<file path="config.mk">
export PLATFORM = sky130hd
export DESIGN_NAME = spi_tx_arbiter
export DESIGN_NICKNAME = d
export VERILOG_FILES = /design/src/rtl/spi_tx_arbiter.sv
export SDC_FILE = /design/constraint.sdc
export NUM_CORES = 1
export LEC_CHECK = 0
export CAP_MARGIN = 25
export CORE_MARGIN = 10
export CORE_UTILIZATION = 45
export DETAILED_ROUTE_END_ITERATION = 8
export PLACE_DENSITY = 0.79
export SLEW_MARGIN = 20
export SYNTH_ARGS = -nofsm -noshare
export SYNTH_HDL_FRONTEND = slang
export SYNTH_SLANG_ARGS = --single-unit
</file>
<file path="constraint.sdc">
create_clock -name clk -period 3 [get_ports clk]
set_input_delay 0.3 -clock clk [delete_from_list [all_inputs] [get_ports clk]]
set_output_delay 0.3 -clock clk [all_outputs]
set_load 0.05 [all_outputs]
</file>
<file path="src/rtl/spi_tx_arbiter.sv">
// spi_tx_arbiter: round-robin packet arbiter feeding one SPI byte transmitter.
// Define SPI_TX_HDR_EN to prefix every packet with a header byte {4'hA, 1'b0, owner}.
module spi_tx_arbiter #(
    parameter int NREQ       = 4,
    parameter int GAP_CYCLES = 2,
    parameter int MAX_BYTES  = 16
) (
    input  logic                clk,
    input  logic                rst,
    input  logic [NREQ-1:0]     req_valid,
    input  logic [8*NREQ-1:0]   req_data,
    input  logic [NREQ-1:0]     req_last,
    output logic [NREQ-1:0]     req_ready,
    output logic [7:0]          tx_data,
    output logic                tx_hold,
    input  logic                tx_done,
    output logic [NREQ-1:0]     grant,
    output logic                busy,
    output logic                trunc_err
);
    localparam int IW = (NREQ > 1) ? $clog2(NREQ) : 1;
    localparam int CW = $clog2(MAX_BYTES + 1);
    localparam int GW = (GAP_CYCLES > 1) ? $clog2(GAP_CYCLES + 1) : 1;
    localparam logic [IW:0] NREQ_W = (IW + 1)'(NREQ);

    typedef enum logic [2:0] {
        IDLE, ARB, HDR, LOAD, SEND, GAP
    } state_t;

    state_t          state_q, state_d;
    logic [IW-1:0]   rr_ptr_q, rr_ptr_d;
    logic [IW-1:0]   owner_q, owner_d;
    logic [CW-1:0]   byte_cnt_q, byte_cnt_d;
    logic [GW-1:0]   gap_cnt_q, gap_cnt_d;
    logic [NREQ-1:0] grant_q, grant_d;
    logic [7:0]      tx_data_q, tx_data_d;
    logic            tx_hold_q, tx_hold_d;
    logic            last_q, last_d;
    logic            trunc_err_q, trunc_err_d;
`ifdef SPI_TX_HDR_EN
    logic            hdr_q, hdr_d;
`endif

    logic [NREQ-1:0] rot;
    logic            win_found;
    logic [IW-1:0]   win_off;
    logic [IW:0]     win_sum;
    logic [IW-1:0]   win_idx;
    logic            lane_valid;
    logic            lane_last;
    logic [7:0]      lane_byte;

    // Rotate requests so bit 0 is rr_ptr; first set bit is the winner offset
    always_comb begin
        rot       = NREQ'({req_valid, req_valid} >> rr_ptr_q);
        win_found = 1'b0;
        win_off   = '0;
        for (int i = 0; i < NREQ; i++) begin
            if (!win_found && rot[i]) begin
                win_found = 1'b1;
                win_off   = IW'(i);
            end
        end
        win_sum = {1'b0, rr_ptr_q} + {1'b0, win_off};
        if (win_sum >= NREQ_W) begin
            win_sum = win_sum - NREQ_W;
        end
        win_idx = win_sum[IW-1:0];
    end

    always_comb begin
        lane_valid = 1'b0;
        lane_last  = 1'b0;
        lane_byte  = 8'h00;
        for (int i = 0; i < NREQ; i++) begin
            if (owner_q == IW'(i)) begin
                lane_valid = req_valid[i];
                lane_last  = req_last[i];
                lane_byte  = req_data[8*i +: 8];
            end
        end
    end

    always_comb begin
        state_d     = state_q;
        rr_ptr_d    = rr_ptr_q;
        owner_d     = owner_q;
        byte_cnt_d  = byte_cnt_q;
        gap_cnt_d   = gap_cnt_q;
        grant_d     = grant_q;
        tx_data_d   = tx_data_q;
        tx_hold_d   = tx_hold_q;
        last_d      = last_q;
        trunc_err_d = 1'b0;
`ifdef SPI_TX_HDR_EN
        hdr_d       = hdr_q;
`endif
        case (state_q)
            IDLE: begin
                if (|req_valid) begin
                    state_d = ARB;
                end
            end
            ARB: begin
                if (win_found) begin
                    owner_d    = win_idx;
                    grant_d    = NREQ'(1) << win_idx;
                    rr_ptr_d   = (win_idx == IW'(NREQ - 1)) ? '0 : win_idx + 1'b1;
                    byte_cnt_d = '0;
`ifdef SPI_TX_HDR_EN
                    state_d    = HDR;
`else
                    state_d    = LOAD;
`endif
                end else begin
                    state_d = IDLE;
                end
            end
`ifdef SPI_TX_HDR_EN
            HDR: begin
                tx_data_d = {4'hA, 1'b0, 3'(owner_q)};
                tx_hold_d = 1'b0;
                hdr_d     = 1'b1;
                state_d   = SEND;
            end
`endif
            LOAD: begin
                if (lane_valid) begin
                    tx_data_d  = lane_byte;
                    tx_hold_d  = 1'b0;
                    last_d     = lane_last;
                    byte_cnt_d = byte_cnt_q + 1'b1;
                    state_d    = SEND;
                end
            end
            SEND: begin
                if (tx_done) begin
                    tx_hold_d = 1'b1;
`ifdef SPI_TX_HDR_EN
                    if (hdr_q) begin
                        hdr_d   = 1'b0;
                        state_d = LOAD;
                    end else
`endif
                    if (last_q || byte_cnt_q == CW'(MAX_BYTES)) begin
                        grant_d     = '0;
                        gap_cnt_d   = '0;
                        trunc_err_d = !last_q;
                        state_d     = GAP;
                    end else begin
                        state_d = LOAD;
                    end
                end
            end
            GAP: begin
                if (gap_cnt_q == GW'(GAP_CYCLES - 1)) begin
                    state_d = IDLE;
                end else begin
                    gap_cnt_d = gap_cnt_q + 1'b1;
                end
            end
            default: begin
                state_d = IDLE;
            end
        endcase
    end

    always_ff @(posedge clk) begin
        if (rst) begin
            state_q     <= IDLE;
            rr_ptr_q    <= '0;
            owner_q     <= '0;
            byte_cnt_q  <= '0;
            gap_cnt_q   <= '0;
            grant_q     <= '0;
            tx_data_q   <= 8'h00;
            tx_hold_q   <= 1'b1;
            last_q      <= 1'b0;
            trunc_err_q <= 1'b0;
`ifdef SPI_TX_HDR_EN
            hdr_q       <= 1'b0;
`endif
        end else begin
            state_q     <= state_d;
            rr_ptr_q    <= rr_ptr_d;
            owner_q     <= owner_d;
            byte_cnt_q  <= byte_cnt_d;
            gap_cnt_q   <= gap_cnt_d;
            grant_q     <= grant_d;
            tx_data_q   <= tx_data_d;
            tx_hold_q   <= tx_hold_d;
            last_q      <= last_d;
            trunc_err_q <= trunc_err_d;
`ifdef SPI_TX_HDR_EN
            hdr_q       <= hdr_d;
`endif
        end
    end

    // Ready is the consume strobe: only the owner, only while LOAD sees its byte
    assign req_ready = (state_q == LOAD && lane_valid) ? grant_q : '0;
    assign tx_data   = tx_data_q;
    assign tx_hold   = tx_hold_q;
    assign grant     = grant_q;
    assign busy      = (state_q != IDLE);
    assign trunc_err = trunc_err_q;

endmodule
</file>
==> summary by stage, run 1 <==
Global routing
The via count of the first global-routing pass is between 1,500 and 2,000. For this run, the total global-route usage over all layers was measured as 0.135. The initial antenna violation count was 0. The first-pass GRT wire length is slightly above 8000 um. Entering global routing, the biggest net connects 19 pins. Summed over all layers, the global routing overflow is 0.

Cells and area
The number of non-filler instances in the completed layout is 317. The fraction of final layout cells with drive strength greater than 1 is 0.100. From synthesis to final layout, the design area changed by 41.2%. In the final design database the tool counted between 300 and 400 nets.

Counting the fill cells in the layout gives 326. The antenna diode instance count is 0.

Floorplan
For this configuration, the core starts out at a cell density of 0.476. The floorplan step defined a die boundary enclosing just under 7000 um2. The core region area is ~3700 um2. The height of the chip is between 80 and 90 um. The number of placement rows is 22. Pin placement for this block handled slightly above 60 I/O pins.

The die is 82.9 um wide.

STA
Setup repair after global routing left no endpoint under its margin. The count of final hold-check violations is 0. The hold slack is between 0.4 and 0.5 ns. In this run the tightest slew margin relative to its limit is 0.533.

At the pin with the least slew margin, the transition time is between 0.6 and 0.7 ns. The setup TNS is 0 ns. Dividing the final minimum period by the clock period gives 0.913. The number of endpoints failing setup at the final stage is 0.

Timing would allow up to 365 MHz. The worst path in the final design needs a cycle of around 2.7 ns, including I/O delays and setup. The number of slew-limit violations in the final report is 0. The setup clock skew after layout is 0.00182 ns. The final worst setup slack is about 0.26 ns.

Placement
The number of placed instances, taps included is around 310. The number of input and output port buffers inserted is approximately 60. The congestion estimate from routability-driven global placement came to 0.788. Timing analysis after detailed placement gives a worst setup slack of between 0.15 and 0.2 ns. The half-perimeter wire length of the detailed placement result is approximately 3600 um.

Yosys
The synthesized design contains 0 enable-type register cells. The most common flop cell mapped by yosys is sky130_fd_sc_hd__dfxtp_1. After synthesis, the mean cell area works out to between 8 and 9 um2. When the netlist entered floorplanning its net count stood at around 260. The unique cell type count in the Yosys netlist is 47. After technology mapping, the gate count stands at 210. The sequential fraction of the synthesis area is 0.326. After synthesis the netlist holds a flip-flop and latch count of 29. The number of synthesis warnings is 0. The mapped netlist covers between 1500 and 2000 um2.

The fraction of registers with async set or reset after synthesis is 0.

Setup path
The type of element launching the critical path is an input pin. The family with the most delay on the worst path is buffers and inverters. The most prevalent standard cell on the critical path is sky130_fd_sc_hd__clkdlybuf4s50_1.

The worst setup path category is input pin to output pin. Traced cell by cell, the critical path runs through clkdlybuf4s50_1, mux4_2, and3_1, clkdlybuf4s50_1. At the worst endpoint, the required time is approximately 2.7 ns. The count of buffering cells on the critical path with inverters included is 2. Of all nets on the critical path, the largest fanout is 10. The largest single stage delay on the critical path is between 0.6 and 0.7 ns. For the worst setup path, the data arrival time is between 2 and 2.5 ns. For this design, the slowest cell found on the critical path is sky130_fd_sc_hd__clkdlybuf4s50_1. STA classifies the critical path endpoint as an output pin.

CTS
For this design, the CTS-stage hold fixing added 0 buffers. The root buffer cell chosen for the clock tree is sky130_fd_sc_hd__clkbuf_8. The maximum buffer depth of the clock tree is 2. The post-CTS setup buffer count is 0. The clock edge transition at the registers on the reported setup and hold paths is 0.06 ns. The clock reaches the later pin of the worst-skew pair after 0.28 ns.

The clock net in this run drives a total of 29 sinks. Gates resized during post-CTS repair numbered 0. The CTS tree is done. In this run, CTS created clock tree buffers numbering 5. The H-tree depth is 2.

Hold path
The worst min-delay path category is flop to flop.

Drt
The average wire length per cell after detail routing is 14.6 um. The total wirelength of the detailed-routed design is 4640 um. Detailed routing inserted a total of 1,712 vias. The detail-routed via count per cell is 5.40.

The remaining routing DRC violations is 0. For this run, the detailed router's first-pass iteration total came to 4. The number of antenna-violating nets in the routed design is 0.

The detailed router finished its first iteration with 148 violations.

Power and ir drop
The share of total power dissipated in the clock network is 0.326. The net switching power is just under 0.4 mW. The power per standard cell area is approximately 510 nW/um2.

The power share of the combinational group is 0.320. The internal power of the cells totals 0.880 mW. For this design the static power due to leakage is between 0.8 and 0.9 nW. The sequential share of power is 0.354. The maximum ir drop on the vdd rail is roughly 0.22 mV. Of the total power, the share spent switching nets is 0.310.

Flow run
The number of maximum-capacitance constraint violations is 0.

Outcome
The run finished with clean final reports.
[cells in the mapped netlist (2+ instances only)]
cell type                   n  area (um2)
sky130_fd_sc_hd__nand2_1   34         128
sky130_fd_sc_hd__dfxtp_1   29         581
sky130_fd_sc_hd__nor2_1    26        97.6
sky130_fd_sc_hd__a21oi_1   20         100
sky130_fd_sc_hd__mux4_2    10         225
sky130_fd_sc_hd__nand3_1    9        45.0
sky130_fd_sc_hd__nor2b_1    7        43.8
sky130_fd_sc_hd__ha_1       6        75.1
sky130_fd_sc_hd__clkbuf_1   5        18.8
sky130_fd_sc_hd__nor3_1     5        25.0
sky130_fd_sc_hd__and3_1     4        25.0
sky130_fd_sc_hd__buf_2      4        20.0
sky130_fd_sc_hd__inv_1      4        15.0
sky130_fd_sc_hd__xor2_1     4        35.0
sky130_fd_sc_hd__o21ai_0    3        15.0
sky130_fd_sc_hd__or3_1      3        18.8
sky130_fd_sc_hd__buf_4      2        15.0
sky130_fd_sc_hd__buf_6      2        22.5
sky130_fd_sc_hd__nand2b_1   2        12.5
sky130_fd_sc_hd__nand4_1    2        12.5
sky130_fd_sc_hd__o211ai_1   2        15.0
sky130_fd_sc_hd__o31ai_1    2        15.0
[area by class of cell]
cell class              count  area (um2)  area share
clock buffers               7        86.3      0.0343
clock inverters             1        30.0      0.0119
inverters                   4        15.0     0.00597
multi-input cells         164        1110       0.441
flip-flops and latches     29         581       0.231
well taps                  48        60.1      0.0239
repair buffers             64         633       0.252
[tightest hold or removal path, cell delays in order, from the launching register on]
cell and delay (ns):
sky130_fd_sc_hd__dfxtp_1 0.31, sky130_fd_sc_hd__nand2_1 0.05, sky130_fd_sc_hd__a21oi_1 0.05
[layout by cell type, fill, tap and decap left out, types with 2 or more instances in the layout]
master / Yosys / layout
sky130_fd_sc_hd__dfxtp_1: 29 / 29
sky130_fd_sc_hd__and3_1: 4 / 4
sky130_fd_sc_hd__nand2b_1: 2 / 2
sky130_fd_sc_hd__o31ai_1: 2 / 2
sky130_fd_sc_hd__nand3_1: 9 / 9
sky130_fd_sc_hd__o211ai_1: 2 / 2
sky130_fd_sc_hd__nor2_1: 26 / 26
sky130_fd_sc_hd__mux4_2: 10 / 10
sky130_fd_sc_hd__ha_1: 6 / 6
sky130_fd_sc_hd__nand4_1: 2 / 2
sky130_fd_sc_hd__clkbuf_8: 0 / 6
sky130_fd_sc_hd__nand2_1: 34 / 34
sky130_fd_sc_hd__inv_1: 4 / 4
sky130_fd_sc_hd__nor3_1: 5 / 5
sky130_fd_sc_hd__a21oi_1: 20 / 20
sky130_fd_sc_hd__xor2_1: 4 / 4
sky130_fd_sc_hd__buf_4: 2 / 3
sky130_fd_sc_hd__nor2b_1: 7 / 7
sky130_fd_sc_hd__o21ai_0: 3 / 3
sky130_fd_sc_hd__clkdlybuf4s50_1: 0 / 61
sky130_fd_sc_hd__or3_1: 3 / 3
[worst paths after layout]
kind / end / slack [ns] / from / cells past startpoint
worst max-delay path: req_ready[0] / 0.26 / req_valid[0] / 4
worst min register to register: tx_data[3] / 0.45 / tx_data[3] / 2
worst min-delay path: tx_data[3] / 0.45 / tx_data[3] / 2
worst max register to register: rr_ptr_q[0] / 0.62 / rr_ptr_q[0] / 10
[sequential cells by signal (all words and copies together), names as in the netlist]
signal	flops
byte_cnt_q	5
gap_cnt_q	2
grant	4
trunc_err	1
tx_hold	1
owner_q	2
last_q	1
rr_ptr_q	2
state_q	3
tx_data	8
[layer usage]
metal,global-route usage,share of wire,up-vias
li1,-,-,864
met2,0.219,0.47,55
met1,0.154,0.42,785
met4,0.0415,0.0097,0
met3,0.0615,0.10,8
met5,0,0,-
[power by group through the flow]
stage	combinational, mW	clock [mW]	sequential (mW)
after global placement	0.404	0	0.459
after global routing	0.454	0.446	0.457
after CTS	0.411	0.422	0.451
after detailed placement	0.410	0	0.459
final	0.409	0.416	0.452
after floorplan	0.264	0	0.478
[per-stage QoR]
step	total power, mW	instance area [um2]	utilization
final	1.28	2510	0.671
after global routing	1.36	2510	0.671
after CTS	1.28	2510	0.671
after floorplan	0.742	1780	-
after detailed placement	0.869	2400	0.640
after global placement	0.862	2400	0.640
[cells by family (layout without fill, tap and decap cells)]
group,after synthesis,in the layout,share of synthesized area
simple gates,101,101,0.271
mux,11,11,0.132
compound gates,41,41,0.153
buf+inv,17,76,0.0513
xor+xnor,5,5,0.0246
fa+ha+maj,6,6,0.0422
flops,29,29,0.326
(Power assumes the default switching activity.)
==> inputs of run 2 (changes only) <==
--- a/config.mk
+++ b/config.mk
@@ -10,6 +10,7 @@
 export CORE_UTILIZATION = 45
 export DETAILED_ROUTE_END_ITERATION = 8
 export PLACE_DENSITY = 0.79
+export REMOVE_ABC_BUFFERS = 1
 export SLEW_MARGIN = 20
 export SYNTH_ARGS = -nofsm -noshare
 export SYNTH_HDL_FRONTEND = slang
==> constraint.sdc (replaced) <==
create_clock -name clk -period 2.52 [get_ports clk]
set_input_delay 0.252 -clock clk [delete_from_list [all_inputs] [get_ports clk]]
set_output_delay 0.252 -clock clk [all_outputs]
set_load 0.05 [all_outputs]
==> run 2 against run 1 <==
  * Design area is 1.9% higher
  * Critical path depth is 8 higher
  * Core utilization is 1.3 points higher
  * Clock skew is 0.0035 ns higher
  * Register-to-register slack worse by 0.29 ns
  * Sequential share of layout area is 0.43 points lower
  * Cell count is 2.8% higher
  * Die area stayed put
  * Worst setup slack worse by 0.016 ns
  * Largest cell class unchanged
  * Highest routed layer unchanged
==> summary by stage, run 2 (same netlist as run 1, synthesis figures left out) <==
Outcome
The run finished with clean final reports.

Setup path
The element type at the critical path end is a flop. The critical path data required time is 2.74 ns (+0.04 ns). The type of element launching the critical path is an input pin.

The critical path arrival is 2.50 ns (+0.06 ns). The critical path goes through clkdlybuf4s50_1, nor2_1, or4_1, o2111ai_1, ha_1, xor2_1, nor3_2, nor2_1, ha_1, nor3_1, a21oi_1, nor2_1. The largest stage delay on the critical path was 0.52 ns (-0.17 ns).

By startpoint and endpoint, the worst setup path is classified as input pin to flop. The largest fanout of any net on the critical path was 4 (-6). The largest individual stage delay along the critical path comes from the cell sky130_fd_sc_hd__clkdlybuf4s50_1.

The most prevalent standard cell on the critical path is sky130_fd_sc_hd__nor2_1.

STA
Setup repair after global routing left no endpoint under its margin. The number of endpoints failing setup at the final stage came to 0 (unchanged). The worst slew slack as a fraction of its limit is 0.499 (-0.0342). The measured slew at the worst slew-check pin is 0.750 ns (+0.0554 ns).

Of the available clock period, the critical path in the final layout requires 0.903. After layout, the minimum clock period comes to between 2 and 2.5 ns. Derived from the worst setup path, the maximum achievable clock frequency is ~440 MHz. The final worst setup slack came to 0.245 ns (-0.0165 ns). The count of final hold-check violations was 0 (unchanged). The setup clock skew after layout is 0.00536 ns (+0.00354 ns). The number of slew-limit violations in the final report is 0 (unchanged). The setup TNS was 0 ns (unchanged). The hold slack came to 0.455 ns (+0.00137 ns).

CTS
The clock net sink count is 29 (unchanged). The latest clock arrival within the worst-skew pair is 0.28 ns (about the same). The clock edge transition at the registers on the reported setup and hold paths is 0.06 ns (about the same). The CTS tree is done.

The maximum buffer depth of the clock tree is 2 (unchanged). The H-tree depth is 2 (unchanged). The count of cells resized by post-cts repair came to 0 (unchanged). The number of buffers added to fix hold violations after cts is 0 (unchanged). The post-CTS setup buffer count was 0 (unchanged).

The tree is rooted in a sky130_fd_sc_hd__clkbuf_8. The TritonCTS buffer count was 5 (unchanged).

Global routing
The global-route usage over all layers is 0.146 (+0.0105). The via count of the first global-routing pass came to 1,772 (+1.5%). The maximum number of pins on one net before global-route repair is 21 (+2). The initial antenna violation count was 0 (unchanged).

The global route total overflow was 0 (unchanged). The first-pass GRT wire length came to 8670 um (+7.7%).

Cells and area
The final core utilization is 0.684 (+0.0127). The flip-flop count of the largest register, all copies and words added is 8 (unchanged). The most common cell after layout, fill and taps aside is sky130_fd_sc_hd__clkdlybuf4s50_1. The net count of the finished layout was 326 (+2.8%). The library cells used most frequently in the layout, excluding fill and tap cells, are sky130_fd_sc_hd__clkdlybuf4s50_1 (57), sky130_fd_sc_hd__nand2_1 (34), sky130_fd_sc_hd__dfxtp_1 (29). The antenna diode instance count is 0 (unchanged). The fraction of final layout cells with drive strength greater than 1 is 0.151 (+0.0507).

The area growth from synthesis to final layout is 43.9%.

Drt
The routed length on met2 is 2620 um (+20%). The number of detailed-route iterations in the first pass is 4 (unchanged). The number of vias after detailed routing was 1,779 (+3.9%).

The number of antenna-violating nets in the routed design is 0 (unchanged). The average wire length per cell after detail routing is 15.8 um (+8.1%). The routed metal-1 wirelength is 2090 um (+8.7%).

The total wirelength of the detailed-routed design was 5160 um (+11%). Signal routing reaches up to met4. The remaining routing DRC violations is 0 (unchanged).

The DRC marker count from the first detailed-route iteration is 126 (-15%). The amount of wire on met3 after detailed routing was 383 um (-19%). The detail-routed via count per cell is 5.46 (+1.0%).

Floorplan
The height of the chip is 82.9 um (unchanged). The effective utilization at floorplan came to 0.476 (unchanged). The core region area is 3740 um2 (unchanged).

The top-level I/O count is 62 (unchanged). The number of placement rows is 22 (unchanged). The floorplan die area is 6870 um2 (unchanged). The chip width is 82.9 um (unchanged).

Power and ir drop
The maximum ir drop on the vdd rail was 0.433 mV (+100%). The leakage component of the power is 0.948 nW (+5.6%). The total power after layout is 1.49 mW (+16%).

The power per standard cell area was 580 nW/um2 (+14%).

Placement
The half-perimeter wire length of the detailed placement result was 4030 um (+11%). The setup slack after placement is -0.102 ns (-0.276 ns). The global placement routability congestion is 0.777 (-1.4%). The number of input and output port buffers inserted is 61 (unchanged).

Hold path
The tightest min-delay check is of the flop to flop type.

Flow run
The number of maximum-capacitance constraint violations is 0 (unchanged).
[run 2: changes by cell type in the layout (fill, tap and decap cells not counted), sizes merged]
cell           delta
buf              +13
bufinv            -1
clkdlybuf4s50     -4
clkinv            +1
[run 2: metrics by stage]
step           cell area, um2  instances
2_1_floorplan            1700        197
3_3_place_gp             2450        318
3_5_place_dp             2450        318
4_1_cts                  2560        326
5_1_grt                  2560        326
6_report                 2560        326
[run 2: routing by layer]
metal	vias up	GRT usage
li1	884	-
met1	839	0.162
met2	49	0.248
met3	7	0.0566
met4	0	0.0431
met5	-	0
[run 2: power breakdown]
part / switching, mW / internal (mW) / total, mW
clock: 0.179 / 0.246 / 0.426
sequential: 0.0446 / 0.492 / 0.536
combinational: 0.264 / 0.259 / 0.523
total: 0.488 / 0.997 / 1.49
[run 2: layout make-up]
cell class,instances,area [um2]
clock buffer,7,96.3
clock inverter,1,5.00
sequential,29,581
timing repair buffer,73,691
inverter,4,15.0
fill,313,1180
tap,48,60.1
multi-input combinational,164,1110
[run 2: final timing paths]
path / startpoint / to / slack, ns / cells past startpoint
setup reg to reg: rr_ptr_q[0] / rr_ptr_q[0] / 0.33 / 10
setup / recovery: req_valid[1] / rr_ptr_q[0] / 0.25 / 12
hold reg to reg: tx_data[1] / tx_data[1] / 0.45 / 2
hold / removal: tx_data[1] / tx_data[1] / 0.45 / 2
[run 2: worst max-delay path: cells and delay by family]
kind,cells,cell delay (ns)
compound gates,2,0.17
xor+xnor,1,0.10
simple gates,6,1.02
fa+ha+maj,2,0.43
buf+inv,1,0.52
==> inputs of run 3 (changes only) <==
--- a/config.mk
+++ b/config.mk
@@ -5,8 +5,7 @@
 export SDC_FILE = /design/constraint.sdc
 export NUM_CORES = 1
 export LEC_CHECK = 0
-export CAP_MARGIN = 25
-export CORE_MARGIN = 10
+export CAP_MARGIN = 40
 export CORE_UTILIZATION = 45
 export DETAILED_ROUTE_END_ITERATION = 8
 export PLACE_DENSITY = 0.79
==> run 3 against run 2 <==
  * Core utilization is 0.10 points higher
  * Combinational power hardly changed
  * Critical path depth is 2 lower
  * Power is 0.24% lower
  * First-iteration DRC count is 35% lower
  * Die area is 39% lower
  * Count of clock-buffer cells in the layout stayed put
  * Hold slack better by 0.0043 ns
  * Wire length is 14% lower
  * Critical path type is now flop to flop
  * Largest power group unchanged
==> summary by stage, run 3 (same netlist as run 1, synthesis figures left out) <==
Setup path
Broken down by cell family, the worst path's largest delay share belongs to simple AND/OR/NAND/NOR gates. The largest stage delay on the critical path is 0.55 ns (+0.03 ns). The count of buffering cells on the critical path with inverters included is 0 (-1). The critical path goes through or4_1, o2111ai_1, ha_1, xor2_1, nor3_2, nor2_1, ha_1, nor3_1, a21oi_1, nor2_1. The library cell contributing the largest single delay on the critical path is sky130_fd_sc_hd__or4_1.

STA classifies the critical path endpoint as a flop. The type of element launching the critical path is a flop. The largest fanout of any net on the critical path is 11 (+7).

The critical path data required time was 2.74 ns (about the same). The critical path arrival was 2.51 ns (about the same). The worst setup path category is flop to flop.

Cells and area
The area growth from synthesis to final layout is 43.0%. The number of fill cells is 305 (-2.6%). The net count of the finished layout came to 324 (-0.61%). The library cells used most frequently in the layout, excluding fill and tap cells, are sky130_fd_sc_hd__clkdlybuf4s50_1 (57), sky130_fd_sc_hd__nand2_1 (34), sky130_fd_sc_hd__dfxtp_1 (29).

The antenna diode instance count is 0 (unchanged). The total area of sequential cells is 581 um2 (unchanged). Leaving out fill and tap cells, the most frequent cell in the layout is sky130_fd_sc_hd__clkdlybuf4s50_1. The flip-flop count of the largest register, all copies and words added is 8 (unchanged). The fraction of final layout cells with drive strength greater than 1 was 0.145 (-0.00615). The area used by multi-input combinational logic is 1110 um2 (unchanged).

STA
The final worst setup slack was 0.232 ns (-0.0134 ns). The setup TNS came to 0 ns (unchanged). The peak clock frequency supported by timing is 437 MHz (-0.59%).

The setup clock skew after layout is 0.00380 ns (-0.00156 ns). Setup repair after global routing left no endpoint under its margin. The hold slack is 0.459 ns (+0.00426 ns).

The number of endpoints failing setup at the final stage is 0 (unchanged). The worst slew slack as a fraction of its limit came to 0.504 (+0.00551). The measured slew at the worst slew-check pin is 0.742 ns (-0.00824 ns).

The number of slew-limit violations in the final report came to 0 (unchanged). The final clock period utilization by the worst path is 0.908 (+0.00532). The count of final hold-check violations is 0 (unchanged).

The final critical delay including setup and external delays is 2.29 ns (+0.0134 ns).

Hold path
The worst min-delay path category is flop to flop.

Floorplan
The floorplan die area is 4210 um2 (-39%). The core region area is 3720 um2 (-0.74%). The number of placement rows is 22 (unchanged). The top-level I/O count came to 62 (unchanged). The effective utilization at floorplan is 0.479 (+0.00352).

The chip width came to 64.9 um (-22%). The height of the chip is 64.9 um (-22%).

CTS
The H-tree depth is 2 (unchanged). The root buffer selected by CTS is sky130_fd_sc_hd__clkbuf_8. The TritonCTS buffer count is 5 (unchanged). The number of buffers added to fix hold violations after cts was 0 (unchanged). The clock edge transition at the registers on the reported setup and hold paths is 0.06 ns (about the same). The CTS tree is done.

The maximum buffer depth of the clock tree came to 2 (unchanged). The count of cells resized by post-cts repair is 0 (unchanged). The latest clock arrival within the worst-skew pair was 0.28 ns (about the same). The post-CTS setup buffer count is 0 (unchanged). The clock net sink count is 29 (unchanged).

Drt
The DRC marker count from the first detailed-route iteration is 82 (-35%). The average wire length per cell after detail routing came to 13.7 um (-13%). The remaining routing DRC violations is 0 (unchanged).

The total wirelength of the detailed-routed design was 4450 um (-14%). The number of detailed-route iterations in the first pass came to 4 (unchanged). The detail-routed via count per cell was 5.48 (+0.45%). The number of vias after detailed routing came to 1,776 (-0.17%). The number of antenna-violating nets in the routed design is 0 (unchanged).

Outcome
The flow ran to the end, and the final reports show no timing, DRC or antenna violations.

Global routing
The via count of the first global-routing pass was 1,718 (-3.0%). The first-pass GRT wire length was 7670 um (-12%). The global route total overflow is 0 (unchanged). The global-route usage over all layers is 0.242 (+0.0963). The initial antenna violation count came to 0 (unchanged). The maximum number of pins on one net before global-route repair came to 20 (-4.8%).

Placement
The setup slack after placement is -0.0597 ns (+0.0423 ns). The global placement routability congestion is 0.894 (+15%). The number of input and output port buffers inserted came to 61 (unchanged).

The half-perimeter wire length of the detailed placement result is 3410 um (-15%).

Power and ir drop
The leakage component of the power is 0.937 nW (-1.1%). The maximum ir drop on the vdd rail is 0.331 mV (-24%). The power per standard cell area is 582 nW/um2 (+0.35%).

Flow run
The number of maximum-capacitance constraint violations is 0 (unchanged).
run 3: cell count changes in the layout (fill, tap and decap cells not counted), sizes merged:
| cell | change |
|---|---|
| buf | -2 |
run 3: final timing paths:
kind / to / slack (ns) / startpoint / cells past startpoint
setup / recovery: rr_ptr_q[0] / 0.23 / rr_ptr_q[0] / 10
hold / removal: tx_data[0] / 0.46 / tx_data[0] / 2
setup reg to reg: rr_ptr_q[0] / 0.23 / rr_ptr_q[0] / 10
hold reg to reg: tx_data[0] / 0.46 / tx_data[0] / 2
run 3: power breakdown:
part	leakage, nW	internal [mW]	total [mW]	switching (mW)
Sequential	0.235	0.492	0.538	0.0462
Combinational	0.648	0.255	0.520	0.265
Clock	0.0542	0.246	0.424	0.178
run 3: routing by layer:
layer / track usage / wire (um)
met5: 0 / 0
met3: 0.0898 / 285
met1: 0.283 / 1920
met2: 0.414 / 2200
met4: 0.0583 / 42
run 3: cell type report:
class | instances | share of cell area
multi-input cells | 164 | 0.437
repair buffers | 71 | 0.265
flip-flops and latches | 29 | 0.228
clock buffers | 7 | 0.0378
well taps | 48 | 0.0236
inverters | 4 | 0.00590
clock inverters | 1 | 0.00197
run 3: metrics by stage:
| step | utilization | total power, mW | std cells | cell area, um2 |
|---|---|---|---|---|
| 2_1_floorplan | - | 0.857 | 197 | 1700 |
| 3_3_place_gp | 0.657 | 1.05 | 316 | 2440 |
| 3_5_place_dp | 0.657 | 1.06 | 316 | 2440 |
| 4_1_cts | 0.684 | 1.49 | 324 | 2540 |
| 5_1_grt | 0.685 | 1.59 | 324 | 2550 |
| 6_report | 0.685 | 1.48 | 324 | 2550 |
run 3: worst reg2reg max path: stages (launching register included):
cell,delay [ns]
sky130_fd_sc_hd__dfxtp_1,0.40
sky130_fd_sc_hd__or4_1,0.55
sky130_fd_sc_hd__o2111ai_1,0.10
sky130_fd_sc_hd__ha_1,0.22
sky130_fd_sc_hd__xor2_1,0.10
sky130_fd_sc_hd__nor3_2,0.23
sky130_fd_sc_hd__nor2_1,0.07
sky130_fd_sc_hd__ha_1,0.19
sky130_fd_sc_hd__nor3_1,0.20
sky130_fd_sc_hd__a21oi_1,0.06
sky130_fd_sc_hd__nor2_1,0.09
==> RTL change (flow settings as in run 2) <==
Re-encode `state_t` (6 states) as one-hot, 6 bits wide.
--- a/src/rtl/spi_tx_arbiter.sv
+++ b/src/rtl/spi_tx_arbiter.sv
@@ -23,8 +23,8 @@
     localparam int GW = (GAP_CYCLES > 1) ? $clog2(GAP_CYCLES + 1) : 1;
     localparam logic [IW:0] NREQ_W = (IW + 1)'(NREQ);
 
-    typedef enum logic [2:0] {
-        IDLE, ARB, HDR, LOAD, SEND, GAP
+    typedef enum logic [5:0] {
+        IDLE = 6'b000001, ARB = 6'b000010, HDR = 6'b000100, LOAD = 6'b001000, SEND = 6'b010000, GAP = 6'b100000
     } state_t;
 
     state_t          state_q, state_d;
Behaviour: same outputs for any inputs over 10 cycles, from zero or initial values and one cycle with rst high; not proved beyond that.
==> RTL change against run 2 <==
- global-route usage down 0.95 points
- area after synthesis grew 4.0%
- wire length fell by 3.2%
- sequential cell count grew 2
- design area up 4.7%
- total power shrank 20%
- via count down 1.3%
- setup slack got worse by 0.061 ns
- combinational power shrank 44%
- largest cell class unchanged
- highest routed layer unchanged
==> RTL change: results (changes against run 2) <==
final_layout:
  fin_area_um2: 2680  # +4.7%
  instances_no_fill: 315  # -3.4%
  final_layout_size_suffix_gt1_frac: 0.170  # +0.0187
placement:
  hpwl_mm: 4.02  # -0.15%
  place_congestion: 0.832  # +7.0%
  place_inst: 307  # -3.5%
  pre_cts_ws_ns: -0.0967  # +0.00534 ns
  dpl-instance-area_um2: 2590  # +5.6%
grt:
  grt_pass1_wl_mm: 8.09  # -6.7%
  grt_pass1_vias: 1686  # -4.9%
  gr-usage-met1: 0.158  # -0.00477
  grtUsageMet3: 0.0251  # -0.0315
  grt_max_degree: 28  # +33%
  gr-usage-met2: 0.237  # -0.0114
timing:
  tightest_slew_ns: 0.559  # -0.191 ns
  finalClockSkew_ns: 0.00382  # -0.00154 ns
  timing.final.crit_share: 0.927  # +0.0241
setup_path:
  worstPathMaxFanout: 3  # -1
  rrSetupSlack_ns: 0.19  # -0.14 ns
drt:
  wl_met1_mm: 2.16  # +3.4%
  route.met2.wl_mm: 2.45  # -6.6%
  drt_iter0_markers: 80  # -37%
  wl_per_cell_um: 15.8  # +0.20%
  wl_met3_um: 248  # -35%
  vias: 1756  # -1.3%
synth:
  synth-compound-area-share: 0.137  # -0.0153
  yosys.cell_types.count: 53  # +13%
  synthMuxAreaShare: 0.191  # +0.0591
  synthAdderAreaFrac: 0.0405  # -0.00162
  yosys-top-cells-count: "32 x nor2_1, 31 x dfxtp_1, 14 x mux2i_1"
  seq_area_frac_synth: 0.335  # +0.00906
  synth.top_cells.by_area: "dfxtp_1 34%, mux4_2 11%, mux2i_1 7.6%"
pwr:
  powerSeq_uw: 527  # -2%
  ir_worst_vdd_mv: 0.231  # -47%
  p_leak_uw: 0.000980  # +3.4%
  clk-power_uw: 365  # -14%
  power.internal_uw: 855  # -14%
status:
  status: "completed"
[RTL change: cell type report]
type,instances,area share
Clock buffer,5,0.0257
Clock inverter,3,0.00560
Timing Repair Buffer,72,0.273
Sequential cell,31,0.231
Tap cell,50,0.0233
Multi-Input combinational cell,148,0.432
Inverter,6,0.00840
[RTL change: worst paths after layout]
check | start | endpoint | cells after the start
setup / recovery | req_valid[1] | grant[0]$_SDFFE_PP0P_ | 10
setup reg to reg | rr_ptr_q[0]$_SDFFE_PP0P_ | grant[0]$_SDFFE_PP0P_ | 8
hold / removal | tx_hold$_SDFFE_PP1P_ | tx_hold$_SDFFE_PP1P_ | 2
hold reg to reg | tx_hold$_SDFFE_PP1P_ | tx_hold$_SDFFE_PP1P_ | 2
[RTL change: worst max-delay path, cell delays in order]
cell,delay [ns]
clkdlybuf4s50_1,0.47
nor2_1,0.06
or4_1,0.40
o2111ai_1,0.11
ha_1,0.22
xor2_1,0.23
nor3_2,0.09
or2_2,0.29
ha_1,0.18
a22o_1,0.20
